$ cat src/rtl/rv_test_pkg.sv
// Shared types and constants for the RISC-V test-completion monitor.
package rv_test_pkg;

    typedef enum logic [2:0] {
        ST_IDLE  = 3'd0,
        ST_RUN   = 3'd1,
        ST_DRAIN = 3'd2,
        ST_CHECK = 3'd3,
        ST_DONE  = 3'd4
    } state_e;

    localparam logic [31:0] EBREAK_32   = 32'h0010_0073;
    localparam logic [15:0] C_EBREAK_16 = 16'h9002;

    // True for a retired ebreak or c.ebreak; the upper half is ignored for the compressed form.
    function automatic logic is_ebreak(input logic valid, input logic [31:0] instr);
        return valid && ((instr == EBREAK_32) || (instr[15:0] == C_EBREAK_16));
    endfunction

endpackage

$ cat src/rtl/rv_monitor_slot.sv
// One expected-register check slot: shadows the last write to its register and compares it.
module rv_monitor_slot #(
    parameter int unsigned XLEN = 32
) (
    input  logic            clk,
    input  logic            reset,
    input  logic            capture_en,
    input  logic            wb_valid,
    input  logic [4:0]      wb_rd,
    input  logic [XLEN-1:0] wb_data,
    input  logic [4:0]      exp_rd,
    input  logic [XLEN-1:0] exp_val,
    output logic            mismatch_c
);

    logic [XLEN-1:0] shadow_q;
    logic [XLEN-1:0] shadow_d;
    logic            capture_c;

    // x0 is never written, so a slot watching x0 keeps comparing against zero.
    assign capture_c = capture_en && wb_valid && (wb_rd == exp_rd) && (wb_rd != 5'd0);

    always_comb begin
        shadow_d = shadow_q;
        if (capture_c) begin
            shadow_d = wb_data;
        end
    end

    always_ff @(posedge clk) begin
        if (reset) begin
            shadow_q <= '0;
        end else begin
            shadow_q <= shadow_d;
        end
    end

    assign mismatch_c = (shadow_q != exp_val);

endmodule

$ cat src/rtl/rv_test_monitor.sv
// Test-completion monitor: runs until ebreak or timeout, drains, then checks register slots.
// Optional RV_TEST_MONITOR_TRACE_EN adds simulation trace of captures and the final result.
module rv_test_monitor
    import rv_test_pkg::*;
#(
    parameter int unsigned XLEN           = 32,
    parameter int unsigned NUM_CHECKS     = 4,
    parameter int unsigned SETTLE_CYCLES  = 4,
    parameter int unsigned TIMEOUT_CYCLES = 1000
) (
    input  logic                       clk,
    input  logic                       reset,
    input  logic                       start,
    input  logic                       wb_valid,
    input  logic [4:0]                 wb_rd,
    input  logic [XLEN-1:0]            wb_data,
    input  logic                       retire_valid,
    input  logic [31:0]                retire_instr,
    input  logic [NUM_CHECKS*5-1:0]    exp_rd,
    input  logic [NUM_CHECKS*XLEN-1:0] exp_val,
    output logic                       done,
    output logic                       pass,
    output logic                       fail,
    output logic                       timeout,
    output logic [NUM_CHECKS-1:0]      fail_mask,
    output logic [31:0]                cycle_count
);

    localparam int unsigned DCW = (SETTLE_CYCLES > 1) ? $clog2(SETTLE_CYCLES) : 1;

    state_e                state_q, state_d;
    logic [DCW-1:0]        drain_cnt_q, drain_cnt_d;
    logic [31:0]           cycle_count_q, cycle_count_d;
    logic                  done_q, done_d;
    logic                  pass_q, pass_d;
    logic                  fail_q, fail_d;
    logic                  timeout_q, timeout_d;
    logic [NUM_CHECKS-1:0] fail_mask_q, fail_mask_d;

    logic                  active_c;
    logic                  ebreak_c;
    logic                  timeout_hit_c;
    logic [NUM_CHECKS-1:0] mismatch_c;

    assign active_c      = (state_q == ST_RUN) || (state_q == ST_DRAIN);
    assign ebreak_c      = is_ebreak(retire_valid, retire_instr);
    assign timeout_hit_c = active_c && (cycle_count_q == 32'(TIMEOUT_CYCLES - 1));

    for (genvar i = 0; i < NUM_CHECKS; i++) begin : g_slot
        rv_monitor_slot #(
            .XLEN(XLEN)
        ) u_slot (
            .clk        (clk),
            .reset      (reset),
            .capture_en (active_c),
            .wb_valid   (wb_valid),
            .wb_rd      (wb_rd),
            .wb_data    (wb_data),
            .exp_rd     (exp_rd[5*i +: 5]),
            .exp_val    (exp_val[XLEN*i +: XLEN]),
            .mismatch_c (mismatch_c[i])
        );
    end

    // Next-state and registered-output logic; timeout takes priority over ebreak and drain end.
    always_comb begin
        state_d       = state_q;
        drain_cnt_d   = drain_cnt_q;
        cycle_count_d = cycle_count_q;
        done_d        = done_q;
        pass_d        = pass_q;
        fail_d        = fail_q;
        timeout_d     = timeout_q;
        fail_mask_d   = fail_mask_q;

        if (active_c) begin
            cycle_count_d = cycle_count_q + 32'd1;
        end

        unique case (state_q)
            ST_IDLE: begin
                if (start) begin
                    state_d = ST_RUN;
                end
            end
            ST_RUN: begin
                if (timeout_hit_c) begin
                    state_d   = ST_DONE;
                    done_d    = 1'b1;
                    fail_d    = 1'b1;
                    timeout_d = 1'b1;
                end else if (ebreak_c) begin
                    state_d     = ST_DRAIN;
                    drain_cnt_d = '0;
                end
            end
            ST_DRAIN: begin
                if (timeout_hit_c) begin
                    state_d   = ST_DONE;
                    done_d    = 1'b1;
                    fail_d    = 1'b1;
                    timeout_d = 1'b1;
                end else if (drain_cnt_q == DCW'(SETTLE_CYCLES - 1)) begin
                    state_d = ST_CHECK;
                end else begin
                    drain_cnt_d = drain_cnt_q + DCW'(1);
                end
            end
            ST_CHECK: begin
                state_d     = ST_DONE;
                fail_mask_d = mismatch_c;
                done_d      = 1'b1;
                pass_d      = ~|mismatch_c;
                fail_d      = |mismatch_c;
            end
            ST_DONE: begin
                state_d = ST_DONE;
            end
            default: begin
                state_d = ST_IDLE;
            end
        endcase
    end

    always_ff @(posedge clk) begin
        if (reset) begin
            state_q       <= ST_IDLE;
            drain_cnt_q   <= '0;
            cycle_count_q <= '0;
            done_q        <= 1'b0;
            pass_q        <= 1'b0;
            fail_q        <= 1'b0;
            timeout_q     <= 1'b0;
            fail_mask_q   <= '0;
        end else begin
            state_q       <= state_d;
            drain_cnt_q   <= drain_cnt_d;
            cycle_count_q <= cycle_count_d;
            done_q        <= done_d;
            pass_q        <= pass_d;
            fail_q        <= fail_d;
            timeout_q     <= timeout_d;
            fail_mask_q   <= fail_mask_d;
        end
    end

    assign done        = done_q;
    assign pass        = pass_q;
    assign fail        = fail_q;
    assign timeout     = timeout_q;
    assign fail_mask   = fail_mask_q;
    assign cycle_count = cycle_count_q;

`ifdef RV_TEST_MONITOR_TRACE_EN
    always @(posedge clk) begin
        logic hit;
        hit = 1'b0;
        for (int i = 0; i < NUM_CHECKS; i++) begin
            if (exp_rd[5*i +: 5] == wb_rd) hit = 1'b1;
        end
        if (!reset && active_c && wb_valid && (wb_rd != 5'd0) && hit) begin
            $display("rv_test_monitor: cycle=%0d capture x%0d=0x%h", cycle_count_q, wb_rd, wb_data);
        end
        if (!reset && (state_q != ST_DONE) && (state_d == ST_DONE)) begin
            $display("rv_test_monitor: result=%s cycle_count=%0d fail_mask=%b",
                     timeout_d ? "TIMEOUT" : (fail_d ? "FAIL" : "PASS"),
                     cycle_count_d, fail_mask_d);
        end
    end
`endif

endmodule

$ cat config.mk
export PLATFORM = sky130hd
export DESIGN_NAME = rv_test_monitor
export DESIGN_NICKNAME = d
export VERILOG_FILES = /design/src/rtl/rv_test_pkg.sv /design/src/rtl/rv_monitor_slot.sv /design/src/rtl/rv_test_monitor.sv
export SDC_FILE = /design/constraint.sdc
export NUM_CORES = 1
export LEC_CHECK = 0
export CAP_MARGIN = 40
export CORE_ASPECT_RATIO = 1.2
export CORE_MARGIN = 2
export CORE_UTILIZATION = 45
export DETAILED_ROUTE_END_ITERATION = 16
export DONT_BUFFER_PORTS = 1
export PLACE_DENSITY = 0.67
export SETUP_SLACK_MARGIN = 0.4
export SLEW_MARGIN = 20
export SYNTH_ARGS = -nofsm -noshare
export SYNTH_HDL_FRONTEND = slang
export SYNTH_SLANG_ARGS = --single-unit
$ cat constraint.sdc
create_clock -name clk -period 2.2 [get_ports clk]
set_clock_uncertainty 0.1 [all_clocks]
set_input_delay 0.22 -clock clk [delete_from_list [all_inputs] [get_ports clk]]
set_output_delay 0.22 -clock clk [all_outputs]
set_load 0.02 [all_outputs]
==> impl_metrics.json, run 1 <==
{
  "synth.distinct_cells": 39,
  "drt-pass1-iter-count": 4,
  "yosys.area_share.xor_xnor_pct": 17.8,
  "post-place-ws_ns": 0.117,
  "die_h_um": 153,
  "cp_data_arrival_time_ns": 2.24,
  "critPathMaxStageDelay_ns": 0.38,
  "synth-edff-count": 0,
  "detail-route-antenna-nets": 0,
  "slowest_stage_cell_on_the_critical_path": "sky130_fd_sc_hd__nor4_4",
  "cts_buffer_depth": 2,
  "critPathLaunchType": "register",
  "synth-main-ff-cell": "sky130_fd_sc_hd__dfxtp_1",
  "syn_to_final_growth_pct": 24.1,
  "static-leakage-power_nw": 3.93,
  "postSynthRegisterBits": 173,
  "synth_instances": 869,
  "relSlewSlack_pct": 70.2,
  "grt_start_max_net_pins": 170,
  "port_buffers": 0,
  "routabilityCongestion": 0.777,
  "clkLatencyLatePin_ns": 0.43,
  "synth.mux.area_fraction_pct": 15.5,
  "post_drt_via_cell_ratio": 5.51,
  "yosysWarningCount": 0,
  "violations": "hold timing",
  "synth.avg_cell_area_um2": 9.63,
  "synth_largest_type_area_fraction_pct": 41.4,
  "slew_violations": 0,
  "critical_path.cell_chain": "xnor2_4 -> nor2_8 -> o211ai_4 -> nor4_4 -> buf_6 -> buf_12 -> mux2i_1 -> nor2_1",
  "yosys-top-cells-area": "sky130_fd_sc_hd__dfxtp_1, sky130_fd_sc_hd__mux2i_1, sky130_fd_sc_hd__xor2_1, sky130_fd_sc_hd__nor2_1, sky130_fd_sc_hd__nor4_1",
  "detailroute.via_count": 6448,
  "post_synthesis_async_set_or_reset_flop_share_pct": 0,
  "grt_pass1_vias": 6422,
  "finalNetCount": 1157,
  "synthSimpleGateAreaFrac_pct": 18.5,
  "start_util_pct": 46.0,
  "final_min_period_over_clock_period_pct": 91.7,
  "critical_path_endpoint_category": "register",
  "synth_adder_area_share_pct": 0.299,
  "hp-class": "in2reg",
  "cts_tree": "built",
  "ir_drop_mv": 0.507,
  "synth_nets": 1093,
  "tightestPinTransition_ns": 0.447,
  "post_drt_wl_per_cell_um": 21.7,
  "cts_hold_buffers": 5,
  "drtIter0Drc": 317,
  "setup_viol_count_final": 0,
  "number_of_hold_violations_in_the_final_report": 166,
  "fin_setup_tns_ns": 0,
  "cp_num_buf_inv": 2,
  "clock_tree.root_cell": "sky130_fd_sc_hd__clkbuf_16",
  "rsz0062_at_grt": "true",
  "finalHoldWorstSlack_ns": -0.260,
  "post_route_cells_drive_above_1_share_pct": 20.8,
  "first_pass_grt_wire_length_um": 36500,
  "run_status": "finished, violations left",
  "gr-usage-all-layers_pct": 24.9,
  "synth_top_family_by_area": "simple AND/OR/NAND/NOR gates",
  "clkSlewWorstSetupHoldPaths_ns": 0.07,
  "mappedNetlistArea_um2": 8370,
  "antenna_found_initial": 0,
  "chipWidth_um": 128,
  "timing.final.crit_period_ns": 2.02,
  "worstSetupPathType": "reg2reg",
  "core.rowCount": 54,
  "cpLargestDelayFamily": "simple AND/OR/NAND/NOR gates",
  "synth_compound_gate_area_share_pct": 3.09,
  "htree_levels": 4,
  "n_antenna_cell": 0,
  "yosys-top-cells-count": "sky130_fd_sc_hd__dfxtp_1, sky130_fd_sc_hd__nor2_1, sky130_fd_sc_hd__xor2_1",
  "worst_ep_required_time_ns": 2.43,
  "timing.final.ws_setup_ns": 0.182,
  "drcViolationCount": 0,
  "routed_wirelength_um": 25400,
  "cts_inserted_buffers": 17,
  "count_of_clock_tree_sinks": 173,
  "die_area_um2": 19700,
  "yosys.cell_count.top_type": "sky130_fd_sc_hd__dfxtp_1",
  "synth-seq-area-share_pct": 41.4,
  "grt.overflow.total": 0,
  "critical_path_maximum_fanout": 8,
  "cellPowerDensity_nw_per_um2": 725,
  "synth_top_cell_by_area": "sky130_fd_sc_hd__dfxtp_1",
  "fmax_ghz": 0.496,
  "post-route-cell-area_um2": 10400,
  "detailed_place.area_um2": 8780,
  "hpwl_um": 17300,
  "core_area_um2": 18200,
  "ios": 262,
  "maxCapViolCount": 0,
  "power.total_mw": 7.53
}
## routing by layer
metal	vias to the layer above	GRT usage (%)	routed length [um]
met5	-	0	0
met4	0	6.06	315
met2	234	45.3	13100
li1	3129	-	-
met1	3060	27.5	9620
met3	25	8.96	2350
## final cells by class
| cell class | instances | area, um^2 |
|---|---|---|
| Tap cell | 224 | 280 |
| Multi-Input combinational cell | 648 | 4950 |
| Timing Repair Buffer | 85 | 1040 |
| Clock buffer | 17 | 425 |
| Fill cell | 1579 | 7790 |
| Clock inverter | 15 | 160 |
| Sequential cell | 173 | 3500 |
| Inverter | 8 | 30.0 |
## power breakdown
part / switching (mW) / internal, mW / leakage (nW)
logic: 0.533 / 0.609 / 2.23
clock network: 1.35 / 1.69 / 0.296
registers: 0.113 / 3.23 / 1.40
total: 2.00 / 5.53 / 3.93
## registers in the layout, summed over array words and instances, names as in the netlist
register / flops
drain_cnt_q: 2
state_q: 3
g_slot.u_slot.shadow_q: 128
done: 1
fail_mask: 4
timeout: 1
cycle_count: 32
pass: 1
fail: 1
## cells in the final DEF, fill, tap and decap left out, types with 8 or more instances in the layout
cell type	instances
sky130_fd_sc_hd__buf_16	10
sky130_fd_sc_hd__o21ai_0	12
sky130_fd_sc_hd__nor4_1	34
sky130_fd_sc_hd__nor2_1	160
sky130_fd_sc_hd__buf_6	15
sky130_fd_sc_hd__dfxtp_1	153
sky130_fd_sc_hd__buf_12	8
sky130_fd_sc_hd__nand3_1	13
sky130_fd_sc_hd__buf_4	45
sky130_fd_sc_hd__a21oi_2	9
sky130_fd_sc_hd__nand2_1	20
sky130_fd_sc_hd__dfxtp_2	16
sky130_fd_sc_hd__xor2_1	140
sky130_fd_sc_hd__mux2i_1	126
sky130_fd_sc_hd__clkbuf_16	19
sky130_fd_sc_hd__xnor2_1	23
sky130_fd_sc_hd__nand4_1	19
## worst paths after layout
check | cells after the start | slack (ns) | endpoint | from
setup / recovery | 8 | 0.18 | g_slot[1].u_slot.shadow_q[10] | state_q[1]
hold / removal | 1 | -0.26 | cycle_count[11] | reset
setup reg to reg | 8 | 0.18 | g_slot[1].u_slot.shadow_q[10] | state_q[1]
hold reg to reg | 2 | 0.37 | drain_cnt_q[1] | drain_cnt_q[1]
## metrics by stage
stage,utilization [%],instances
CTS,55.3,1162
global route,57.1,1170
finish,57.1,1170
floorplan,-,869
detailed placement,48.3,1091
global placement,48.3,1091
## logic make-up (layout without fill, tap and decap cells)
group / Yosys count / in the layout
AOI/OAI and AO/OA: 39 / 39
xor gates and xnor gates: 168 / 168
adders and majority gates: 2 / 2
buffers and inverters: 48 / 125
DFF: 173 / 173
muxes: 130 / 130
and+or+nand+nor: 309 / 309
## timing repair
action                     in CTS  in global routing
buffers inserted               24                  6
pin swaps                      18                 50
cloned                         10                  2
resized for setup              48                 52
setup endpoints to repair     154                160
hold endpoints to repair      171                166
No activity file was read; power rests on OpenSTA's default activity.
==> run 2, diff against run 1 <==
--- a/config.mk
+++ b/config.mk
@@ -13,6 +13,7 @@
 export DONT_BUFFER_PORTS = 1
 export PLACE_DENSITY = 0.67
 export SETUP_SLACK_MARGIN = 0.4
+export SKIP_CTS_REPAIR_TIMING = 1
 export SLEW_MARGIN = 20
 export SYNTH_ARGS = -nofsm -noshare
 export SYNTH_HDL_FRONTEND = slang
==> constraint.sdc (replaced) <==
create_clock -name clk -period 2.2 [get_ports clk]
set_clock_uncertainty 0.1 [all_clocks]
set_input_delay 0.44 -clock clk [delete_from_list [all_inputs] [get_ports clk]]
set_output_delay 0.44 -clock clk [all_outputs]
set_load 0.02 [all_outputs]
==> run 2 against run 1 <==
Net effect:
- the flow still finishes with violations (hold timing)
- non-clock buffer count decreased by 4
- sequential power about the same
- sequential share of layout area increased by 0.22 points
- global-route usage decreased by 2.0 points
- count of clock-buffer cells in the layout increased by 2
- routed wire length decreased by 0.65%
- final area decreased by 0.70%
- first-iteration DRC count increased by 7.6%
- critical path type unchanged
- largest power group is now clock
==> impl_metrics.json, run 2 (synthesis results as in run 1) <==
{
  "run_status": "finished, violations left",
  "violations": "hold timing",
  "post_route_cells_drive_above_1_share_pct": 20.7,
  "launching_point_of_the_worst_reg2reg_path": "state_q[1]",
  "critical_path_endpoint_category": "register",
  "n_antenna_cell": 0,
  "hp-class": "in2reg",
  "setup.reg_to_reg.worst_slack_ns": 0.20,
  "die_area_um2": 19700,
  "cp_data_arrival_time_ns": 2.21,
  "hpwl_um": 17300,
  "number_of_hold_violations_in_the_final_report": 34,
  "drcViolationCount": 0,
  "grt_start_max_net_pins": 170,
  "drtIter0Drc": 341,
  "ios": 262,
  "count_of_clock_tree_sinks": 173,
  "port_buffers": 0,
  "cts_inserted_buffers": 17,
  "syn_to_final_growth_pct": 23.2,
  "critical_path.cell_chain": "xnor2_4 -> nor2_8 -> o211ai_4 -> nor4_4 -> buf_6 -> buf_6 -> clkbuf_16 -> mux2i_1 -> nor2_1",
  "critPathLaunchType": "register",
  "slew_violations": 0,
  "first_pass_grt_wire_length_um": 34300,
  "timing.final.crit_period_ns": 2.00,
  "rr_endpoint": "g_slot[2].u_slot.shadow_q[27]",
  "post_drt_wl_per_cell_um": 21.6,
  "tightestPinTransition_ns": 0.407,
  "antenna_found_initial": 0,
  "whs_endpoint": "cycle_count[20]",
  "final_util_pct": 56.7,
  "timing.hold.worst.start": "reset",
  "start_util_pct": 46.0,
  "core_area_um2": 18200,
  "critical_path_maximum_fanout": 6,
  "routabilityCongestion": 0.774,
  "critPathMaxStageDelay_ns": 0.36,
  "detail-route-antenna-nets": 0,
  "worst_r2r_path_depth": 9,
  "fmax_ghz": 0.501,
  "largest_reg_flops": 128,
  "ir_drop_mv": 0.548,
  "hold_path_depth": 1,
  "crit_top_cell": "sky130_fd_sc_hd__buf_6",
  "setup_viol_count_final": 0,
  "maxCapViolCount": 0,
  "cts_buffer_depth": 2,
  "clock_tree.root_cell": "sky130_fd_sc_hd__clkbuf_16",
  "relSlewSlack_pct": 72.8,
  "cellPowerDensity_nw_per_um2": 757,
  "htree_levels": 4,
  "rsz0062_at_grt": "true",
  "cts_tree": "built",
  "fin_setup_tns_ns": 0,
  "slowest_stage_cell_on_the_critical_path": "sky130_fd_sc_hd__dfxtp_4",
  "worstSetupPathType": "reg2reg",
  "die_h_um": 153,
  "layout_commonest_cell": "sky130_fd_sc_hd__nor2_1",
  "worst_ep_required_time_ns": 2.42,
  "grt.overflow.total": 0,
  "final_min_period_over_clock_period_pct": 90.7,
  "core.rowCount": 54,
  "static-leakage-power_nw": 3.90,
  "gr-usage-all-layers_pct": 22.9,
  "drt-pass1-iter-count": 4,
  "routed_wirelength_um": 25200,
  "final_cell_mix": "sky130_fd_sc_hd__nor2_1, sky130_fd_sc_hd__dfxtp_1, sky130_fd_sc_hd__xor2_1, sky130_fd_sc_hd__mux2i_1, sky130_fd_sc_hd__buf_4",
  "clkLatencyLatePin_ns": 0.42,
  "post_drt_via_cell_ratio": 5.53,
  "detailroute.via_count": 6445,
  "finalNetCount": 1153,
  "chipWidth_um": 128,
  "clkSlewWorstSetupHoldPaths_ns": 0.07,
  "finalHoldWorstSlack_ns": -0.0215,
  "top_reg_by_flops": "g_slot.u_slot.shadow_q",
  "grt_pass1_vias": 6242
}
-- run 2: worst max-delay path: cells and delay by family (launching register included) --
kind                      cells  cell delay [ns]
xor gates and xnor gates      1             0.17
AOI/OAI and AO/OA             1             0.13
DFF                           1             0.36
buffers and inverters         3             0.47
muxes                         1             0.18
and+or+nand+nor               3             0.47
-- run 2: stage by stage --
step	instance area (um^2)	setup WS, ns	instances	hold WS (ns)	total power, mW
after global routing	10300	0.141	1166	-0.0494	8.11
after CTS	9520	0.0868	1133	-0.0313	7.71
after detailed placement	8850	0.0435	1101	0.355	4.34
final	10300	0.204	1166	-0.0215	7.81
after global placement	8850	0.0486	1101	0.350	4.32
after floorplan	8440	0.0573	869	0.338	4.17
-- run 2: final cells by class --
class	count	area (um^2)
flip-flops and latches	173	3500
fillers	1627	7860
clock inverters	13	199
clock buffers	19	464
repair buffers	81	917
inverters	8	30.0
well taps	224	280
multi-input cells	648	4930
-- run 2: worst max-delay path by stage --
stage                      startpoint                            end  slack, ns  cells past startpoint
final                      state_q[1]  g_slot[2].u_slot.shadow_q[27]       0.20                      9
after global placement    exp_val[18]                           fail       0.05                      7
after detailed placement  exp_val[18]                           fail       0.04                      7
after global routing       state_q[1]                 drain_cnt_q[0]       0.14                      8
after CTS                  state_q[0]                 drain_cnt_q[0]       0.09                      8
after floorplan              wb_rd[1]  g_slot[0].u_slot.shadow_q[10]       0.06                      7
-- run 2: power by group --
group          internal [mW]  total [mW]  switching (mW)
logic                  0.568        1.10           0.534
registers               3.22        3.33           0.109
clock network           2.04        3.38            1.34
-- run 2: per-layer routing --
| metal | global-route usage, % | wire (um) | vias up |
|---|---|---|---|
| met5 | 0 | 0 | - |
| met4 | 6.52 | 530 | 0 |
| met3 | 8.37 | 2350 | 32 |
| met2 | 39.7 | 13000 | 254 |
| met1 | 26.4 | 9310 | 3055 |
| li1 | - | - | 3104 |
